### config.mk
export PLATFORM = sky130hd
export DESIGN_NAME = irq_controller12_flat
export DESIGN_NICKNAME = d
export VERILOG_FILES = /design/src/rtl/irq_controller12_if.sv /design/src/rtl/irq_controller12.sv /design/src/flat_wrapper.sv
export SDC_FILE = /design/constraint.sdc
export NUM_CORES = 1
export LEC_CHECK = 0
export ABC_AREA = 1
export CELL_PAD_IN_SITES_DETAIL_PLACEMENT = 0
export CELL_PAD_IN_SITES_GLOBAL_PLACEMENT = 1
export CORE_AREA = 2 2 102 104
export DETAILED_ROUTE_END_ITERATION = 8
export DIE_AREA = 0 0 104 106
export HOLD_SLACK_MARGIN = 0.06
export PLACE_DENSITY = 0.86
export SLEW_MARGIN = 30
export SYNTH_ARGS = -nofsm -noshare
export SYNTH_HDL_FRONTEND = slang
export SYNTH_SLANG_ARGS = --single-unit
### constraint.sdc
create_clock -name clk -period 1.9 [get_ports clk]
set_input_delay 0.19 -clock clk [delete_from_list [all_inputs] [get_ports clk]]
set_output_delay 0.19 -clock clk [all_outputs]
set_load 0.005 [all_outputs]
### src/rtl/irq_controller12_if.sv
// irq_controller12_if
// Bundles the processor-side signals of the interrupt controller: the register
// access bus and the interrupt request/acknowledge handshake.
//
// Signals:
//   reg_addr   [2:0]  register select
//   reg_wdata  [11:0] register write data
//   reg_we            register write strobe
//   reg_rdata  [11:0] register read data (combinational from reg_addr)
//   irq_ack           one-cycle pulse, processor has entered interrupt mode
//   irq_eoi           one-cycle pulse, end of interrupt service
//   irq_req           interrupt mode request to the processor
//   irq_vector [4:0]  index of the channel being requested/serviced
//
// Modports:
//   master - processor side (drives the bus and the ack/eoi pulses)
//   slave  - controller side (drives read data, request and vector)
interface irq_controller12_if;
    logic [2:0]  reg_addr;
    logic [11:0] reg_wdata;
    logic        reg_we;
    logic [11:0] reg_rdata;
    logic        irq_ack;
    logic        irq_eoi;
    logic        irq_req;
    logic [4:0]  irq_vector;

    modport master (
        output reg_addr, reg_wdata, reg_we, irq_ack, irq_eoi,
        input  reg_rdata, irq_req, irq_vector
    );

    modport slave (
        input  reg_addr, reg_wdata, reg_we, irq_ack, irq_eoi,
        output reg_rdata, irq_req, irq_vector
    );
endinterface

### src/rtl/irq_controller12.sv
// irq_controller12
// Prioritising interrupt controller for up to 24 channels. Each raw line is
// synchronised, turned into a pending bit (level or rising-edge per channel),
// qualified by per-channel enables and a global enable, and the lowest-numbered
// qualifying channel is presented to the processor through a three-state
// IDLE/REQUEST/SERVICE handshake.
//
// Parameters:
//   N_IRQ     number of channels, 1..24
//   EDGE_MASK bit i = 1 makes channel i rising-edge triggered, 0 level
//
// Ports:
//   clk   system clock, all state on the rising edge
//   rst   asynchronous active-low reset
//   irq   raw interrupt lines, asynchronous to clk
//   bus   processor-side interface (register bus plus req/ack/eoi/vector)
//
// Register map (12-bit):
//   0 PEND_L  pending ch 0-11, write-1-to-clear (edge channels only)
//   1 PEND_H  pending ch 12-23, write-1-to-clear (edge channels only)
//   2 EN_L    enable ch 0-11
//   3 EN_H    enable ch 12-23
//   4 VECTOR  current vector, 12'o7777 while idle
//   5 CTRL    bit 0 global enable
//   6,7       read 0, writes ignored
module irq_controller12 #(
    parameter int          N_IRQ     = 24,
    parameter logic [23:0] EDGE_MASK = 24'o00000000
) (
    input  logic                  clk,
    input  logic                  rst,
    input  logic [N_IRQ-1:0]      irq,
    irq_controller12_if.slave     bus
);

    // Channels at or above N_IRQ are forced to zero everywhere through this mask.
    localparam logic [24:0] TOP_BIT    = 25'd1 << N_IRQ;
    localparam logic [23:0] VALID_MASK = 24'(TOP_BIT - 25'd1);
    localparam logic [23:0] EDGE_CH    = EDGE_MASK & VALID_MASK;
    localparam logic [23:0] LEVEL_CH   = ~EDGE_MASK & VALID_MASK;

    typedef enum logic [1:0] {
        IDLE    = 2'd0,
        REQUEST = 2'd1,
        SERVICE = 2'd2
    } state_t;

    logic [23:0] irq_ext;
    logic [23:0] sync1_q, sync1_d;
    logic [23:0] sync2_q, sync2_d;
    logic [23:0] prev_q, prev_d;
    logic [1:0]  arm_cnt_q, arm_cnt_d;
    logic [23:0] pend_q, pend_d;
    logic [23:0] en_q, en_d;
    logic        ctrl_q, ctrl_d;
    state_t      state_q, state_d;
    logic        irq_req_q, irq_req_d;
    logic [4:0]  vector_q, vector_d;

    logic        armed;
    logic [23:0] rise;
    logic [23:0] qual;
    logic        req_cond;
    logic [4:0]  win_idx;
    logic [23:0] pend_w1c;
    logic [23:0] ack_clr;
    logic [11:0] rdata;

    assign irq_ext = 24'(irq);

    // Edge detection is held off for two cycles after reset. During that time
    // prev tracks the value sync2 is about to take, so a line that was already
    // high when reset released never looks like a fresh rising edge.
    always_comb begin
        armed     = (arm_cnt_q == 2'd2);
        arm_cnt_d = armed ? arm_cnt_q : arm_cnt_q + 2'd1;
        sync1_d   = irq_ext & VALID_MASK;
        sync2_d   = sync1_q;
        prev_d    = armed ? sync2_q : sync1_q;
        rise      = sync2_q & ~prev_q & {24{armed}};
    end

    // Pending, enable and control registers. An edge channel's pending bit is
    // cleared by a W1C write or by the processor acknowledging that channel,
    // but a new edge in the same cycle wins over the clear.
    always_comb begin
        pend_w1c = '0;
        en_d     = en_q;
        ctrl_d   = ctrl_q;
        if (bus.reg_we) begin
            case (bus.reg_addr)
                3'd0:    pend_w1c[11:0]  = bus.reg_wdata;
                3'd1:    pend_w1c[23:12] = bus.reg_wdata;
                3'd2:    en_d[11:0]      = bus.reg_wdata;
                3'd3:    en_d[23:12]     = bus.reg_wdata;
                3'd5:    ctrl_d          = bus.reg_wdata[0];
                default: ;
            endcase
        end
        en_d = en_d & VALID_MASK;

        ack_clr = '0;
        if (state_q == REQUEST && bus.irq_ack) begin
            ack_clr = 24'd1 << vector_q;
        end

        pend_d = (LEVEL_CH & sync2_q)
               | (EDGE_CH & (rise | (pend_q & ~(pend_w1c | ack_clr))));
    end

    // Lowest-numbered qualifying channel wins; scanning downward lets the
    // lowest index overwrite any higher one.
    always_comb begin
        qual     = pend_q & en_q & VALID_MASK;
        req_cond = ctrl_q & (|qual);
        win_idx  = '0;
        for (int i = 23; i >= 0; i--) begin
            if (qual[i]) begin
                win_idx = 5'(i);
            end
        end
    end

    // Handshake FSM. irq_req is registered alongside the state so it is high
    // exactly in REQUEST and SERVICE. Leaving SERVICE always passes through
    // IDLE for at least one cycle, which gives the processor a low gap.
    always_comb begin
        state_d   = state_q;
        irq_req_d = irq_req_q;
        vector_d  = vector_q;
        case (state_q)
            IDLE: begin
                if (req_cond) begin
                    state_d   = REQUEST;
                    irq_req_d = 1'b1;
                    vector_d  = win_idx;
                end
            end
            REQUEST: begin
                if (bus.irq_ack) begin
                    state_d = SERVICE;
                end else if (!ctrl_q || !qual[vector_q]) begin
                    state_d   = IDLE;
                    irq_req_d = 1'b0;
                end
            end
            SERVICE: begin
                if (bus.irq_eoi) begin
                    state_d   = IDLE;
                    irq_req_d = 1'b0;
                end
            end
            default: begin
                state_d   = IDLE;
                irq_req_d = 1'b0;
            end
        endcase
    end

    // Register read mux, purely combinational from the address.
    always_comb begin
        rdata = '0;
        case (bus.reg_addr)
            3'd0:    rdata = pend_q[11:0];
            3'd1:    rdata = pend_q[23:12];
            3'd2:    rdata = en_q[11:0];
            3'd3:    rdata = en_q[23:12];
            3'd4:    rdata = (state_q == IDLE) ? 12'o7777 : {7'o0, vector_q};
            3'd5:    rdata = {11'd0, ctrl_q};
            default: rdata = '0;
        endcase
    end

    always_ff @(posedge clk or negedge rst) begin
        if (!rst) begin
            sync1_q   <= '0;
            sync2_q   <= '0;
            prev_q    <= '0;
            arm_cnt_q <= '0;
            pend_q    <= '0;
            en_q      <= '0;
            ctrl_q    <= 1'b0;
        end else begin
            sync1_q   <= sync1_d;
            sync2_q   <= sync2_d;
            prev_q    <= prev_d;
            arm_cnt_q <= arm_cnt_d;
            pend_q    <= pend_d;
            en_q      <= en_d;
            ctrl_q    <= ctrl_d;
        end
    end

    always_ff @(posedge clk or negedge rst) begin
        if (!rst) begin
            state_q   <= IDLE;
            irq_req_q <= 1'b0;
            vector_q  <= '0;
        end else begin
            state_q   <= state_d;
            irq_req_q <= irq_req_d;
            vector_q  <= vector_d;
        end
    end

    assign bus.reg_rdata  = rdata;
    assign bus.irq_req    = irq_req_q;
    assign bus.irq_vector = vector_q;

endmodule
### src/flat_wrapper.sv
// flat-port wrapper written by rule: the top's interface ports become plain ports
module irq_controller12_flat 
#(
    parameter int          N_IRQ     = 24,
    parameter logic [23:0] EDGE_MASK = 24'o00000000
)
  (clk, rst, irq, bus_reg_addr, bus_reg_wdata, bus_reg_we, bus_irq_ack, bus_irq_eoi, bus_reg_rdata, bus_irq_req, bus_irq_vector);
  irq_controller12_if bus_i ();
  input  logic clk;
  input  logic rst;
  input  logic [N_IRQ-1:0] irq;
  input wire logic [$bits(bus_i.reg_addr)-1:0] bus_reg_addr;
  input wire logic [$bits(bus_i.reg_wdata)-1:0] bus_reg_wdata;
  input wire logic [$bits(bus_i.reg_we)-1:0] bus_reg_we;
  input wire logic [$bits(bus_i.irq_ack)-1:0] bus_irq_ack;
  input wire logic [$bits(bus_i.irq_eoi)-1:0] bus_irq_eoi;
  output wire logic [$bits(bus_i.reg_rdata)-1:0] bus_reg_rdata;
  output wire logic [$bits(bus_i.irq_req)-1:0] bus_irq_req;
  output wire logic [$bits(bus_i.irq_vector)-1:0] bus_irq_vector;
  assign bus_i.reg_addr = bus_reg_addr;
  assign bus_i.reg_wdata = bus_reg_wdata;
  assign bus_i.reg_we = bus_reg_we;
  assign bus_i.irq_ack = bus_irq_ack;
  assign bus_i.irq_eoi = bus_irq_eoi;
  assign bus_reg_rdata = bus_i.reg_rdata;
  assign bus_irq_req = bus_i.irq_req;
  assign bus_irq_vector = bus_i.irq_vector;
  irq_controller12 #(.N_IRQ(N_IRQ), .EDGE_MASK(EDGE_MASK)) u_core (.clk(clk), .rst(rst), .irq(irq), .bus(bus_i));
endmodule
==> summary.txt <==
Logic synthesis
  – Dominant cells by area after synthesis: dfrtp_1 66%, nand2_1 11%, o21ai_1 3.6%
  – Gate Count Post-Synth: around 400
  – Synth top cells by count: 117 x nand2_1, 105 x dfrtp_1, 29 x o21ai_1
  – Number of synthesized flops with an enable pin: 0
  – Most common cell in the netlist: nand2_1
  – Async SR Flop Fraction: 100%
  – Sequential fraction of the synthesis area: 65.6%
  – Synthesized area: about 4000 um2
  – Ys flop type: dfrtp_1
  – Post-synth top area cell: dfrtp_1
  – Synth warn: 0
  – Post-synth top area share: around two thirds
  – Distinct cell type count after synthesis: 28
  – Syn Area/Cell: ~10 um2
  – Flops & latches, synth: between 100 and 150
  – Mapped Nets: 445

Power
  – Clock power share: between 20% and 30%
  – Sw frac: a little under a third
  – Psw: 1.79 mW
  – Power consumption: around 5.7 mW
  – Cell Pwr Density: between 1000 and 1500 nW/um2
  – Seq pwr share: 47.4%
  – Maximum VDD drop: about 0.41 mV
  – Gate power share: 25.9%
  – Lkg Pwr: approximately 2.5 nW
  – Internal power: roughly 3.9 mW

Clocking
  – CTS Buffer Depth: 2
  – CTS Sinks: 105
  – TritonCTS clock tree: done
  – Clock Tree Root: clkbuf_8
  – Num CTS Buffers: 9
  – H-Tree Depth: 3
  – Reg clk slew, reported paths: ~0.10 ns
  – Clock Latency Late Sink: 0.37 ns

Drt
  – Routed len/inst: approximately 15 um
  – Met2 WL: between 4 and 5 mm
  – Via density: approximately 4.9
  – TritonRoute pass-1 iters: 4
  – DRT antenna net count: 0
  – Met3 WL: 399 um
  – Via count: around 3100
  – Post-route DRC: 0
  – M1 WL: ~4.1 mm
  – Max layer used: met4
  – Final WL: 9.44 mm
  – Initial DRC count: 172

Floorplan
  – Horiz. Die Dim: between 100 and 150 um
  – Die Ht: around 110 um
  – Core Box Area: 10000 um2
  – Starting Density: between 40 and 50%
  – Io pins: 62
  – Die area: roughly 11000 um2
  – FP Rows: 37

Global route
  – Number of global-route vias before repair: approximately 3100
  – Initial antenna violation count: 0
  – Gr ovfl total: 0
  – Pin count of the biggest net entering global routing: 53
  – First-pass GRT wire length: roughly 15 mm
  – Gr usage total: 18.3%

STA
  – Min Tclk post-route: between 1.5 and 2 ns
  – Max-slew violations: 0
  – Layout Skew: a little under 0.008 ns
  – Fin. Hold Viols: 0
  – Final WS setup: -0.0583 ns
  – Setup repair after global routing missed its margin: true
  – Fmax: between 500 and 600 MHz
  – Final setup TNS: -0.0583 ns
  – Worst-Margin Slew: about 0.28 ns
  – Relative slew slack: 81.3%
  – Fin crit share: 103%
  – Setup Viol. Count Final: 1

Critical path
  – CP peak stage delay: roughly 0.4 ns
  – CP startpoint: u_core.pend_q[23]
  – Critical path's slowest cell: dfrtp_1
  – Reg2reg start: u_core.pend_q[23]
  – Crit Path Max Fanout: 2
  – CP required: 2.17 ns
  – Kind of critical path: reg2reg
  – Delay-heaviest family, CP: simple AND/OR/NAND/NOR gates
  – Crit end category: flip-flop
  – CP startpoint kind: flip-flop
  – Setup slack, reg-to-reg: -0.06 ns
  – Most used cell, CP: nand2_1
  – Arr. time, crit path: ~2.2 ns
  – CP bufs+invs: 1

Hold path
  – HP Class: in2async

Finish
  – Synth-to-layout area growth: 33.0%
  – Fillers: between 900 and 1000
  – Final Cell Area: 5320 um2
  – Final nets: roughly 540
  – ANT cells: 0
  – Finished Layout Cells: 638
  – Share of layout cells above drive strength 1: around 17%

Run
  – Max Cap Viol: 0

Outcome
  – Status: finished, violations left
  – Failing checks: setup timing

Placed design
  – Placed Cells: 613
  – IO Port Bufs: between 60 and 70
  – Final HPWL DP: ~6.8 mm
  – DP Area: 5000 um2
  – GPL Wtd Cong: slightly below 0.9
-- final timing paths --
| path | endpoint | cells after the start |
|---|---|---|
| max | u_core.bus.irq_vector[0] | 26 |
| min | u_core.sync1_q[1] | 2 |
| max in group asynchronous | u_core.pend_q[18] | 3 |
| min reg2reg | u_core.pend_q[2] | 0 |
| max reg2reg | u_core.bus.irq_vector[0] | 26 |
| min in group clk | u_core.sync1_q[13] | 1 |
-- state kept, by name (all words and copies together) (netlist names) --
signal and flops:
u_core.state_q 2, u_core.ctrl_q 1, u_core.bus.irq_vector 5, u_core.bus.irq_req 1, u_core.en_q 24, u_core.pend_q 24
u_core.sync1_q 24, u_core.pend_d 24
-- routing by layer --
metal,track usage [%],vias to the layer above
met5,0,-
met4,8.49,0
met2,30.1,69
met1,23.9,1528
met3,3.13,13
li1,-,1519
-- worst register-to-register path: stages, from the launching register on --
cell and delay, ns:
dfrtp_1 0.41, nand2_2 0.10, clkinv_2 0.06, nand2_1 0.05, nand2_1 0.04, nand2_1 0.05, nand2_1 0.04, nand2_1 0.05
nand2_1 0.05, nand2_1 0.07, nand2_1 0.05, nand2_1 0.05, nand2_1 0.04, nand2_1 0.06, nand2_1 0.05, nand2_1 0.05
nand2_1 0.05, nand2_1 0.07, nand2_1 0.05, nand2_1 0.06, nand2_1 0.05, nand2_1 0.08, nand2_1 0.07, nand2_1 0.06
nand2_1 0.05, nand2_1 0.05, nand2_1 0.04
-- cells by family after synthesis --
group                  after synthesis  synth area share [%]
buffers and inverters               37                  3.72
DFF                                105                  65.6
and+or+nand+nor                    184                  19.8
AOI/OAI and AO/OA                   75                  10.8
-- power groups by stage --
stage | logic (mW) | clock network, mW | registers (mW)
after floorplan | 0.746 | 0 | 2.68
after global placement | 1.37 | 0 | 2.74
after detailed placement | 1.39 | 0 | 2.74
after CTS | 1.43 | 1.59 | 2.70
after global routing | 1.65 | 1.69 | 2.74
final | 1.48 | 1.53 | 2.70
-- through the flow --
stage | setup WS (ns) | hold slack [ns] | util [%]
finish | -0.0583 | 0.234 | 53.2
global route | -0.319 | 0.223 | 53.2
CTS | -0.0516 | 0.227 | 53.0
detailed placement | -0.422 | 0.0919 | 50.0
global placement | -0.362 | 0.0850 | 50.0
floorplan | 0.271 | -0.106 | -
-- cell usage in the layout, fill, tap and decap left out, types with 2 or more instances in the layout --
cell             Yosys  final
o21ai_0             15     12
inv_4                0      2
nand2_4              3      4
a22oi_1              5      5
nand3_1              8      8
buf_4                0     27
a21oi_1             10      9
dlygate4sd2_1        0      5
a221o_1              2      2
buf_12               0      6
nand4_1             11     11
clkbuf_8             0      9
clkinv_2             1      2
a31oi_1              2      2
o21ai_1             29     31
inv_2                4      5
o221ai_1             2      2
inv_1               21     19
inv_6                0      2
clkdlybuf4s15_1      0      6
clkdlybuf4s50_1      0     45
nor2_1              27     26
o211ai_1             3      3
clkbuf_2             0      4
bufinv_16            0      2
nand2_2             13     14
nor3_1               4      2
nand2_1            117    115
o22ai_1              3      3
dfrtp_1            105    104
-- layout make-up --
type / instances / area (um2) / area share (%)
Clock buffer: 9 / 124 / 2.33
Clock inverter: 7 / 101 / 1.90
Inverter: 27 / 108 / 2.02
Multi-Input combinational cell: 259 / 1270 / 23.9
Sequential cell: 105 / 2630 / 49.4
Tap cell: 136 / 170 / 3.20
Timing Repair Buffer: 95 / 918 / 17.3
-- what timing repair did --
item                                   CTS  global route
setup buffers                            5             2
endpoints found under the hold margin  105             0
resized for setup                       30            23
gates cloned                             1             0
setup endpoints to repair               13            15
pin swaps                                5             8
hold buffers                             1             0
(Power assumes the default switching activity.)
